$ cat src/rtl/instr_fetch_pkg.sv
// instr_fetch_pkg: shared fetch-stage constants, next-PC select codes and helpers
package instr_fetch_pkg;

    localparam int          WORD_BYTES     = 4;
    localparam int          DEF_IMEM_WORDS = 100;
    localparam logic [31:0] DEF_RESET_ADDR = 32'd0;
    localparam logic [31:0] DEF_ILLOP_ADDR = 32'd4;
    localparam logic [31:0] DEF_XADR_ADDR  = 32'd8;
    localparam logic [31:0] NOP_INSTR      = 32'h83FF_F800;

    localparam logic [5:0]  OP_ADD  = 6'h20;
    localparam logic [5:0]  OP_BEQ  = 6'h1C;
    localparam logic [5:0]  OP_BNE  = 6'h1D;
    localparam logic [5:0]  OP_JMP  = 6'h1B;
    localparam logic [5:0]  OP_LD   = 6'h18;
    localparam logic [5:0]  OP_ST   = 6'h19;

    typedef enum logic [2:0] {
        SEL_HOLD,
        SEL_ADV,
        SEL_REDIR,
        SEL_IRQ,
        SEL_FAULT,
        SEL_ILLOP
    } fetch_sel_e;

    function automatic logic [31:0] word_align(input logic [31:0] a);
        return {a[31:2], 2'b00};
    endfunction

    function automatic logic is_trap(input fetch_sel_e s);
        return (s == SEL_ILLOP) || (s == SEL_FAULT) || (s == SEL_IRQ);
    endfunction

endpackage

$ cat src/rtl/instr_fetch.sv
// instr_fetch: PC owner, single-entry IR with valid/ready, redirect and trap vectoring
module instr_fetch
    import instr_fetch_pkg::*;
#(
    parameter logic [31:0] RESET_ADDR = DEF_RESET_ADDR,
    parameter logic [31:0] ILLOP_ADDR = DEF_ILLOP_ADDR,
    parameter logic [31:0] XADR_ADDR  = DEF_XADR_ADDR,
    parameter int          IMEM_WORDS = DEF_IMEM_WORDS
) (
    input  logic        clk,
    input  logic        rst_n,
    output logic [31:0] o_imem_addr,
    input  logic [31:0] i_imem_data,
    output logic        o_out_valid,
    input  logic        i_out_ready,
    output logic [31:0] o_out_instr,
    output logic [31:0] o_out_pc,
    input  logic        i_redirect_valid,
    input  logic [31:0] i_redirect_addr,
    input  logic        i_illop,
    input  logic        i_irq,
    output logic        o_trap_valid,
    output logic [31:0] o_trap_ret_addr
);

    localparam logic [31:0] IMEM_LIMIT = 32'(IMEM_WORDS * WORD_BYTES);

    if (IMEM_LIMIT <= ILLOP_ADDR) begin : g_bad_cfg
        $error("instr_fetch: ILLOP_ADDR lies outside instruction memory");
    end

    logic [31:0] r_pc;
    logic [31:0] r_instr;
    logic [31:0] r_out_pc;
    logic        r_valid;
    logic        r_trap;
    logic [31:0] r_ret;

    logic        w_advance;
    logic        w_fault;
    fetch_sel_e  w_sel;
    logic [31:0] w_pc_nxt;
    logic [31:0] w_ret;

    always_comb begin
        w_advance = !r_valid || i_out_ready;
        w_fault   = r_pc >= IMEM_LIMIT;
        w_sel     = (i_illop && r_valid)    ? SEL_ILLOP :
                    w_fault                 ? SEL_FAULT :
                    (i_irq && w_advance)    ? SEL_IRQ   :
                    i_redirect_valid        ? SEL_REDIR :
                    w_advance               ? SEL_ADV   : SEL_HOLD;
        w_pc_nxt  = (w_sel == SEL_ILLOP || w_sel == SEL_FAULT) ? ILLOP_ADDR :
                    (w_sel == SEL_IRQ)                         ? XADR_ADDR  :
                    (w_sel == SEL_REDIR)                       ? word_align(i_redirect_addr) :
                    (w_sel == SEL_ADV)                         ? r_pc + 32'(WORD_BYTES) : r_pc;
        // an illegal op returns past the offending IR word, other traps past the PC
        w_ret     = (w_sel == SEL_ILLOP) ? r_out_pc + 32'(WORD_BYTES) : r_pc + 32'(WORD_BYTES);
    end

    always_ff @(posedge clk or negedge rst_n) begin
        if (!rst_n) begin
            r_pc     <= RESET_ADDR;
            r_instr  <= '0;
            r_out_pc <= '0;
            r_valid  <= 1'b0;
            r_trap   <= 1'b0;
            r_ret    <= '0;
        end else begin
            r_pc    <= w_pc_nxt;
            r_trap  <= is_trap(w_sel);
            r_valid <= (w_sel == SEL_ADV) ? 1'b1 : (w_sel == SEL_HOLD) ? r_valid : 1'b0;
            if (is_trap(w_sel))
                r_ret <= w_ret;
            if (w_sel == SEL_ADV) begin
                r_instr  <= i_imem_data;
                r_out_pc <= r_pc;
            end
        end
    end

    assign o_imem_addr     = r_pc;
    assign o_out_valid     = r_valid;
    assign o_out_instr     = r_instr;
    assign o_out_pc        = r_out_pc;
    assign o_trap_valid    = r_trap;
    assign o_trap_ret_addr = r_ret;

endmodule

$ cat config.mk
export PLATFORM = sky130hd
export DESIGN_NAME = instr_fetch
export DESIGN_NICKNAME = d
export VERILOG_FILES = /design/src/rtl/instr_fetch_pkg.sv /design/src/rtl/instr_fetch.sv
export SDC_FILE = /design/constraint.sdc
export NUM_CORES = 1
export LEC_CHECK = 0
export ABC_AREA = 1
export ABC_CLOCK_PERIOD_IN_PS = 4200
export CAP_MARGIN = 20
export CORE_MARGIN = 2
export CORE_UTILIZATION = 50
export DETAILED_ROUTE_END_ITERATION = 8
export PLACE_DENSITY = 0.85
export SETUP_SLACK_MARGIN = 0.15
export SKIP_CTS_REPAIR_TIMING = 1
export SYNTH_ARGS = -nofsm -noshare
export SYNTH_HDL_FRONTEND = slang
export SYNTH_SLANG_ARGS = --single-unit
$ cat constraint.sdc
create_clock -name clk -period 4.2 [get_ports clk]
set_input_delay 0.84 -clock clk [delete_from_list [all_inputs] [get_ports clk]]
set_output_delay 0.84 -clock clk [all_outputs]
set_load 0.02 [all_outputs]
After elaboration in Yosys (flattened, before gate mapping) --
Cells that the tools add are included.
Storage, ports and cells: register bits 130, bits of input ports 70, logic and storage cells 35
Cells by class: $add $sub $neg 2, order comparisons 1, equal/unequal tests 6, muxes and demuxes 12, reduce and logical (&&, ||, !) cells 8
Operator list (count):
- $mux 32 | 5
- $add 32x3->32 const B | 2
- $ge 32x9->1 const B | 1
- $eq 3x2->1 const B | 2
- $eq 3x3->1 const B | 2
- $mux 3 | 2
- $mux 2 | 2
- $reduce_bool 4->1 | 1
- $eq 3x1->1 const B | 1
- $logic_not 3->1 | 1
- $logic_or 1x1->1 | 3
- $mux 1 | 3
- $logic_and 1x1->1 | 2
- $ne 2x1->1 const B | 1
- $logic_not 1->1 | 1

Logic depth before layout (Yosys ltp) --
Gate-level depths: netlist (run 1).
depth after elaboration 12, gate-level depth with buffers 12, depth with buffers taken out 12

Worst setup path before layout (run 1) --
OpenSTA, ideal clock, no wires.
kind input -> register, from input port i_out_ready, to register r_out_pc[24], in the netlist o_out_pc[24], arrival time 1938 ps, data required time 4085 ps, setup slack 2148 ps, cell stages on the path 10, buffers on the path 2, cells stage by stage nor2_4 nor2_2 nor2_2 inv_2 nor2_4 nand2_2 buf_6 buf_6 nand2_1 inv_1
Between the ends: cells in the longest elaborated chain, start to end 7, elaborated cells on any way between the ends 8, classes of those cells eq/ne (1); mux (5); reduce/logical (2)
Ends and longest elaborated chain:
- start, declared | line instr_fetch.sv:15 | input logic i_out_ready,
- $logic_or 1x1->1 (*) | line instr_fetch.sv:46 | w_advance = !r_valid || i_out_ready;
- $mux 1 | line instr_fetch.sv:52 | w_advance ? SEL_ADV : SEL_HOLD;
- $mux 2 | line instr_fetch.sv:51 | i_redirect_valid ? SEL_REDIR :
- $mux 2 (*) | line instr_fetch.sv:50 | (i_irq && w_advance) ? SEL_IRQ :
- $mux 3 (*) | line instr_fetch.sv:49 | w_fault ? SEL_FAULT :
- $mux 3 (*) | line instr_fetch.sv:48 | w_sel = (i_illop && r_valid) ? SEL_ILLOP :
- $eq 3x1->1 (*) | line instr_fetch.sv:75 | if (w_sel == SEL_ADV) begin
- end signal, assigned | line instr_fetch.sv:77 | r_out_pc <= r_pc;
- end, declared | line instr_fetch.sv:34 | logic [31:0] r_out_pc;
Every way passes the cells marked *; elsewhere a longest branch is shown, timed or not. A chain may end at the register's enable or synchronous reset.

Worst setup path after layout (run 1) --
from input port i_out_ready, to register r_pc[10], in the netlist o_imem_addr[10]
Between the ends: cells in the longest elaborated chain, start to end 10, elaborated cells on any way between the ends 17, classes of those cells eq/ne (5); mux (8); reduce/logical (4)
Ends and longest elaborated chain:
- $logic_or 1x1->1 (*) | line instr_fetch.sv:46
- $mux 1 | line instr_fetch.sv:52
- $mux 2 | line instr_fetch.sv:51
- $mux 2 (*) | line instr_fetch.sv:50
- $mux 3 (*) | line instr_fetch.sv:49
- $mux 3 (*) | line instr_fetch.sv:48
- $eq 3x2->1 | line instr_fetch.sv:55 | (w_sel == SEL_REDIR) ? word_align(i_redirect_addr) :
- $mux 32 | line instr_fetch.sv:55
- $mux 32 | line instr_fetch.sv:54 | (w_sel == SEL_IRQ) ? XADR_ADDR :
- $mux 32 | line instr_fetch.sv:53 | w_pc_nxt = (w_sel == SEL_ILLOP || w_sel == SEL_FAULT) ? ILLOP_ADDR :
- end signal, assigned | line instr_fetch.sv:70 | r_pc <= w_pc_nxt;
- end, declared | line instr_fetch.sv:32 | logic [31:0] r_pc;
Marked as above.

==> summary.txt, run 1 <==
CTS H-tree lvls = 4
Synth cell types = 33
Min Hold Slack = 0.459 ns
Fin. max-slew vios = 0
Tmin final = 2.88 ns
Status = finished, final reports clean
Final setup viols = 0
Cell area after synthesis = 0.00674 mm2
Post-layout util = 71.4%
Routability congestion estimate = 1.00
CTS Buffer Depth = 2
Drt pass-1 iters = 5
All-Layer GR Usage = 30.7%
Initial antenna violation count = 0
Slew margin rel. = 53.0%
Overflow after GRT = 0
Share of cells above drive strength 1 = 5.20%
Vias in the first global route = 6,710
Worst Tran Pin Value = 0.706 ns
Area growth syn-to-layout = 39.7%
Top achievable clock speed = 347 MHz
# clock sinks = 124
Num rows = 42
Worst-path cell chain = clkdlybuf4s50_1, nor2_4, nor2_2, nor2_2, inv_2, nor2_4, buf_4, nand2_1, nand2_1, nor2_1
HPWL after DPL = 16.1 mm
Port bufs = 191
Die X = 120 um
Num ports = 200
DRC = 0
Critical-path maximum fanout = 41
Tcrit/Tclk final = 68.6%
Vias/cell = 5.26
Max-Cap Viols = 0
Final hold vios = 0
Yosys warns = 0
Hold/Removal Path Class = input port to asynchronous set/reset pin
CTS buffer count = 17
N_diodes = 0
Core area = 0.0132 mm2
DP Cell Count = 1,278
Commonest cells after routing, fill and taps aside = nand2_1 (304), clkdlybuf4s50_1 (190), dfrtp_1 (124), inv_1 (119), nand3_1 (118)
Cells after Synth = 932
Worst path slowest cell = clkdlybuf4s50_1
Worst skew pair latency = 0.43 ns
P_leak = 0.00450 uW
Most common cell after layout, fill and taps aside = nand2_1
TritonCTS clock tree = yes
Slowest cell delay on critical path = 0.45 ns
FF+latch count, synth = 124
Unrepaired setup endpoints after global routing = no
Clk_skew = 0.0174 ns
Reg2Reg Depth = 10
Worst Setup Start Kind = input port
Initial core utilization = 51.1%
Post-DRT Antenna Nets = 0
Fin Setup TNS = 0 ns
Drt wl/cell = 16.2 um
Worst EP arrival = 3.19 ns
Worst VDD drop = 0.422 mV
Non-Filler Instances = 1,310
Average size of a mapped cell = 7.23 um2
CP Capture Type = flop
Global-route wire length before repair = 34.1 mm
Critical path class = input port to flop
Area of the die = 0.0144 mm2
Die Y = 120 um
CP required = 4.51 ns
Initial DRC count = 459
Clk slew on worst S/H paths = 0.05 ns
Power Dens Cells = 592 mW/mm2
Vias post-DR = 6,890
Wirelength, routed = 21.3 mm
Root Driver = clkbuf_16
Sequential cell area fraction in the yosys report = 46.0%
Largest net degree at the start of global routing = 70
Nets = 1,194
## sequential cells by signal, summed over array words and instances, names as in the netlist
signal,count
o_out_instr,32
o_imem_addr,30
o_out_pc,30
o_trap_ret_addr,30
o_out_valid,1
o_trap_valid,1
## where the power goes
part / switching [uW] / internal, uW / leakage, uW
clock network: 546 / 996 / 0.000296
logic: 1270 / 904 / 0.00256
registers: 326 / 1530 / 0.00165
## routing by layer
metal	vias up	wire length, um	global-route usage, %	share of wire (%)
met4	0	701	13.2	3.3
met5	-	0	0	0
met3	57	1900	10.1	8.9
met1	3216	8510	37.2	40
li1	3298	-	-	-
met2	319	10100	50.1	48
## worst max-delay path, delay by kind of cell
family        cells  cell delay [ns]
simple gates      7             1.42
buf+inv           3             0.93
## worst paths after layout
path | start | endpoint | slack, ns
min | rst_n | o_out_pc[11]$_DFFE_PN0P_ | 0.46
min reg2reg | o_out_instr[23]$_DFFE_PN0P_ | o_out_instr[23]$_DFFE_PN0P_ | 0.47
max reg2reg | o_out_valid$_DFFE_PN0P_ | o_imem_addr[10]$_DFFE_PN0P_ | 1.79
max | i_out_ready | o_imem_addr[10]$_DFFE_PN0P_ | 1.32
max in group asynchronous | rst_n | o_imem_addr[22]$_DFFE_PN0P_ | 2.92
min in group clk | o_out_instr[23]$_DFFE_PN0P_ | o_out_instr[23]$_DFFE_PN0P_ | 0.47
## logic make-up (layout without fill, tap and decap cells)
family | Yosys count | in the layout | synth area share [%]
simple gates | 568 | 568 | 35.8
buf+inv | 158 | 355 | 9.61
other cells | 1 | 6 | 0.0556
fa+ha+maj | 3 | 3 | 0.557
flops | 124 | 124 | 46.0
xor+xnor | 23 | 23 | 2.99
compound gates | 55 | 55 | 4.95
## Yosys cell counts, drive strengths merged
cell type	number	share of area (%)
nor4	1	0.093
o21ai	34	2.5
o22ai	3	0.28
o21bai	1	0.11
nor3	16	1.2
nand3b	2	0.22
dfrtp	124	46
xnor2	3	0.39
buf	23	2.1
nand3	118	8.8
clkbuf	11	0.61
nor2	104	6.3
xor2	20	2.6
ha	3	0.56
o2111ai	8	1.0
nand4	14	1.4
a21o	2	0.22
or2	6	0.56
o211ai	7	0.78
conb	1	0.056
nand2	306	17
nor3b	1	0.11
inv	124	6.9
## layout make-up
cell class              instances  area [um2]
multi-input cells             655        3010
fillers                      1076        3770
clock buffers                  23         488
inverters                     124         465
flip-flops and latches        124        3100
repair buffers                199        1990
clock inverters                 9         135
well taps                     176         220
## through the flow
| stage | total power (uW) | setup slack, ns | area (um2) |
|---|---|---|---|
| after floorplan | 2950 | 2.15 | 6760 |
| after CTS | 5580 | 1.33 | 9420 |
| after global routing | 5860 | 1.04 | 9420 |
| final | 5570 | 1.32 | 9420 |
| after global placement | 3990 | 0.955 | 8790 |
| after detailed placement | 4020 | 0.886 | 8790 |
Power figures use the tool's default switching activity.
==> inputs of run 2 (changes only) <==
--- a/config.mk
+++ b/config.mk
@@ -6,12 +6,12 @@
 export NUM_CORES = 1
 export LEC_CHECK = 0
 export ABC_AREA = 1
-export ABC_CLOCK_PERIOD_IN_PS = 4200
+export ABC_CLOCK_PERIOD_IN_PS = 2850
 export CAP_MARGIN = 20
 export CORE_MARGIN = 2
-export CORE_UTILIZATION = 50
+export CORE_UTILIZATION = 48
 export DETAILED_ROUTE_END_ITERATION = 8
-export PLACE_DENSITY = 0.85
+export PLACE_DENSITY = 0.82
 export SETUP_SLACK_MARGIN = 0.15
 export SKIP_CTS_REPAIR_TIMING = 1
 export SYNTH_ARGS = -nofsm -noshare
==> constraint.sdc (replaced) <==
create_clock -name clk -period 2.85 [get_ports clk]
set_input_delay 0.57 -clock clk [delete_from_list [all_inputs] [get_ports clk]]
set_output_delay 0.57 -clock clk [all_outputs]
set_load 0.02 [all_outputs]
==> run 2 against run 1 <==
Net effect:
- utilization down 3.5 points
- worst hold slack worse by 0.40 ns
- final cell count up 0.61%
- routed wire length down 2.8%
- die area up 4.0%
- worst setup slack worse by 0.68 ns
- sequential share of layout area up 0.079 points
- combinational power up 49%
- clock power up 31%
- first-iteration DRC count up 47%
- sequential power up 46%
- critical path depth down 9
- highest routed layer unchanged
==> summary.txt, run 2 (synthesis results as in run 1) <==
Num ports = 200 (unchanged)
All-Layer GR Usage = 28.9% (-1.9 points)
CP Buf/Inv Count = 1 (-2)
DRC = 0 (unchanged)
TritonCTS clock tree = yes
Wirelength, routed = 20.7 mm (-2.8%)
Top achievable clock speed = 452 MHz
HPWL after DPL = 15.5 mm (-3.9%)
Sequential Area = 0.00310 mm2 (unchanged)
CTS Buffer Depth = 2 (unchanged)
Pre-CTS setup slack = 0.283 ns (-0.603 ns)
Final hold vios = 0 (unchanged)
Post-layout util = 67.9% (-3.5 points)
N_diodes = 0 (unchanged)
Total power after layout = 7980 uW (+43%)
Routability congestion estimate = 0.953 (-4.8%)
CTS H-tree lvls = 4 (unchanged)
Worst skew pair latency = 0.42 ns (about the same)
Reg2Reg Setup Slack = 0.69 ns (-1.10 ns)
CP required = 2.28 ns (-2.23 ns)
Commonest cells after routing, fill and taps aside = nand2_1 (304), clkdlybuf4s50_1 (190), dfrtp_1 (124), inv_1 (119), nand3_1 (118)
Initial DRC count = 675 (+47%)
CP Capture Type = output pin
Worst Setup Start Kind = flop
Num rows = 43 (+2.4%)
# clock sinks = 124 (unchanged)
Max-Cap Viols = 0 (unchanged)
Core area = 0.0138 mm2 (+4.8%)
Die X = 123 um (+2.0%)
Root Driver = clkbuf_16
Area growth syn-to-layout = 39.3%
Worst-path cell chain = clkdlybuf4s50_1
Die Y = 123 um (+2.0%)
Critical-path maximum fanout = 8 (-80%)
Crit-path leading delay family = buffers and inverters
Initial antenna violation count = 0 (unchanged)
Global-route wire length before repair = 33.0 mm (-3.2%)
Multi-input logic area = 0.00301 mm2 (unchanged)
Most common cell after layout, fill and taps aside = nand2_1
Overflow after GRT = 0 (unchanged)
Clk slew on worst S/H paths = 0.06 ns (about the same)
Drt wl/cell = 15.7 um (-3.4%)
Worst VDD drop = 0.682 mV (+61%)
Worst EP arrival = 1.64 ns (-1.55 ns)
Port bufs = 191 (unchanged)
Share of cells above drive strength 1 = 5.62% (+0.42 points)
Largest net degree at the start of global routing = 72 (+2.9%)
Drt pass-1 iters = 6 (+1)
Power Dens Cells = 849 mW/mm2 (+43%)
Min Hold Slack = 0.0608 ns (-0.398 ns)
Fin worst setup slack = 0.638 ns (-0.680 ns)
P_leak = 0.00450 uW (about the same)
Largest register FFs = 32 (unchanged)
Clk_skew = 0.00494 ns (-0.0125 ns)
CTS buffer count = 17 (unchanged)
Hold/Removal Path Class = input port to asynchronous set/reset pin
Status = finished, final reports clean
Area of the die = 0.0150 mm2 (+4.0%)
Worst path slowest cell = clkdlybuf4s50_1
Final setup viols = 0 (unchanged)
Slowest cell delay on critical path = 0.67 ns (+0.22 ns)
Fillers = 1,163 (+8.1%)
Nets = 1,198 (+0.34%)
Vias post-DR = 6,849 (-0.60%)
Tcrit/Tclk final = 77.6%
Vias/cell = 5.20 (-1.2%)
Initial core utilization = 48.8% (-2.4 points)
Tmin final = 2.21 ns
Unrepaired setup endpoints after global routing = no
Fin Setup TNS = 0 ns (unchanged)
Fin. max-slew vios = 0 (unchanged)
Critical path class = flop to output pin
Post-DRT Antenna Nets = 0 (unchanged)
Vias in the first global route = 6,421 (-4.3%)
[run 2: cell types whose count changed in the layout (fill, tap and decap cells not counted)]
cell | previous run | this run
clkinv_2 | 1 | 7
buf_4 | 7 | 10
bufinv_16 | 3 | 1
clkbuf_8 | 4 | 2
clkinv_4 | 2 | 0
buf_12 | 2 | 3
clkbuf_1 | 2 | 1
inv_6 | 0 | 1
[run 2: area by class of cell]
class | instances | area share, %
Inverter | 124 | 4.95
Clock buffer | 20 | 4.86
Timing Repair Buffer | 203 | 21.7
Sequential cell | 124 | 33.0
Clock inverter | 12 | 1.03
Multi-Input combinational cell | 655 | 32.0
Tap cell | 180 | 2.40
[run 2: report_power, final]
group          switching [uW]  internal (uW)  leakage [uW]
combinational            1880           1350       0.00258
clock                     789           1230      0.000272
sequential                466           2260       0.00165
[run 2: per-layer routing]
| metal | track usage (%) | vias to the layer above | share of wire [%] | wire length (um) |
|---|---|---|---|---|
| met2 | 44.9 | 313 | 47 | 9720 |
| met4 | 11.5 | 0 | 2.3 | 485 |
| met5 | 0 | - | 0 | 0 |
| met1 | 38.2 | 3188 | 42 | 8720 |
| li1 | - | 3309 | - | - |
| met3 | 8.04 | 39 | 8.4 | 1730 |
[run 2: path summary, 6_finish.rpt]
kind	end	depth (start not counted)	start
max	o_imem_addr[24]	1	o_imem_addr[24]$_DFFE_PN0P_
min	o_out_pc[15]$_DFFE_PN0P_	1	rst_n
max reg2reg	o_out_instr[16]$_DFFE_PN0P_	11	o_imem_addr[24]$_DFFE_PN0P_
min reg2reg	o_out_instr[7]$_DFFE_PN0P_	2	o_out_instr[7]$_DFFE_PN0P_
max in group asynchronous	o_imem_addr[22]$_DFFE_PN0P_	2	rst_n
min in group clk	o_out_instr[7]$_DFFE_PN0P_	2	o_out_instr[7]$_DFFE_PN0P_
[run 2: metrics by stage]
step | cell area, um2 | std cells
6_report | 9390 | 1318
3_3_place_gp | 8840 | 1286
3_5_place_dp | 8840 | 1286
2_1_floorplan | 6760 | 937
4_1_cts | 9390 | 1318
5_1_grt | 9390 | 1318
==> patch (config.mk and constraints of run 2) <==
Reset style: synchronous (`rst_n`), changed in one clocked block.
--- a/src/rtl/instr_fetch.sv
+++ b/src/rtl/instr_fetch.sv
@@ -58,7 +58,7 @@
         w_ret     = (w_sel == SEL_ILLOP) ? r_out_pc + 32'(WORD_BYTES) : r_pc + 32'(WORD_BYTES);
     end
 
-    always_ff @(posedge clk or negedge rst_n) begin
+    always_ff @(posedge clk) begin
         if (!rst_n) begin
             r_pc     <= RESET_ADDR;
             r_instr  <= '0;
Behaviour: differs if rst_n is asserted again (counterexample within 4 cycles, from zero or initial values and one cycle with rst_n low); with rst_n held inactive, the same outputs for 4 cycles.
==> patch against run 2 <==
Final cell count up 3.6%; sequential cell count unchanged; global-route usage down 0.20 points; power down 8.8%; die area down 3.4%; final area down 2.1%; critical path depth up 12; synthesized area down 3.5%; synthesized cell count up 6.8%; routed wire length up 0.55%; clock skew up 0.0029 ns; worst setup slack worse by 0.17 ns; largest cell class is now multi-input combinational cells; largest power group unchanged; highest routed layer unchanged.
==> patch: results (changes against run 2) <==
- Met1 usage: 0.3878 (was 0.3819)
- Max FO, Critical Path: 33 (was 8)
- Placed Area: 8561 sq um (was 8841 sq um)
- Share of cells above drive strength 1: 0.06471 (was 0.05624)
- Reg2reg setup slack: 0.47 ns (was 0.69 ns)
- RR Startpoint: o_imem_addr[3]$_SDFFE_PP0P_ (was o_imem_addr[24]$_DFFE_PN0P_)
- Hold Path Class: flip-flop to flip-flop (was input pin to async pin)
- CP max stage delay: 0.42 ns (was 0.67 ns)
- Largest net degree at the start of global routing: 64 (was 72)
- Worst R2R Path Depth: 13 (was 11)
- Layout Nets: 1250 (was 1198)
- Worst vdd ir: 0.0005514 V (was 0.0006818 V)
- Number of global-route vias before repair: 6539 (was 6421)
- Area of the multi-input gates: 3430 sq um (was 3010 sq um)
- DR WL met2: 9.454 mm (was 9.722 mm)
- FFs w/ async S/R, synth: 0 (was 1.000)
- Synth unique cells: 38 (was 33)
- # fillers: 1148 (was 1163)
- Crit path arrival time: 2.74 ns (was 1.64 ns)
- WL final: 20.77 mm (was 20.66 mm)
- Met2 Use GR: 0.4488 (was 0.4493)
- Status: finished clean (unchanged)
- Met3 usage: 0.06321 (was 0.08039)
- Vias: 7056 (was 6849)
- First-pass GRT wire length: 32.92 mm (was 32.98 mm)
- Met1 WL: 9.065 mm (was 8.721 mm)
- Synth area leaders: dfxtp_1, nand2_1, nor2_1 (was dfrtp_1, nand2_1, nand3_1)
- Wire length on met3: 1.682 mm (was 1.731 mm)
- Post-synth top cells: nand2_1, nor2_1, dfxtp_1 (was nand2_1, dfrtp_1, inv_1)
- GP Congestion: 0.9410 (was 0.9532)
- Top-area cell type share of the netlist area: 0.3816 (was 0.4602)
-- patch: cell count changes after synthesis, sizes merged, moves of 4 or more --
cell,before,now
a21oi,0,51
nor2,104,134
buf,23,27
o21ai,34,19
xor2,20,31
o2111ai,8,0
dfrtp,124,0
inv,124,97
clkbuf,11,19
nor3,16,51
dfxtp,0,124
nand3,118,95
a31oi,0,4
-- patch: final cells by class --
type | instances | area share
multi-input cells | 732 | 0.3727
flip-flops and latches | 124 | 0.2698
repair buffers | 204 | 0.2238
clock buffers | 19 | 0.04922
inverters | 98 | 0.04011
well taps | 176 | 0.02393
clock inverters | 13 | 0.02040
-- patch: cell families (layout without fill, tap and decap cells) --
group,Yosys count,in the layout,synth area share
DFF,124,124,0.3816
adders and majority gates,3,3,0.005771
xor gates and xnor gates,32,32,0.04309
muxes,1,1,0.001539
buffers and inverters,144,334,0.09406
and+or+nand+nor,609,609,0.4070
AOI/OAI and AO/OA,81,81,0.06636
other,1,6,0.0005765
-- patch: worst register-to-register path, delay by kind of cell, from the launching register on --
kind | cells | cell delay, ns
flip-flops | 1 | 0.42
adder cells (fa/ha/maj) | 1 | 0.19
buffers and inverters | 3 | 0.51
AND/OR/NAND/NOR | 9 | 1.22
-- patch: power breakdown --
group          switching (mW)  total (mW)  internal (mW)
Combinational            1.75        2.78           1.03
Sequential              0.204        2.15           1.95
Clock                   0.830        2.34           1.52
Total                    2.78        7.27           4.49
-- patch: metrics by stage --
step                      setup WS, ns  hold slack, ns  cells
after floorplan                 0.8469          0.5219   1000
after global placement          0.3238          0.4319   1334
after detailed placement        0.2717          0.4376   1334
after CTS                       0.4710          0.4502   1366
after global routing            0.2360          0.4596   1366
final                           0.4660          0.4470   1366
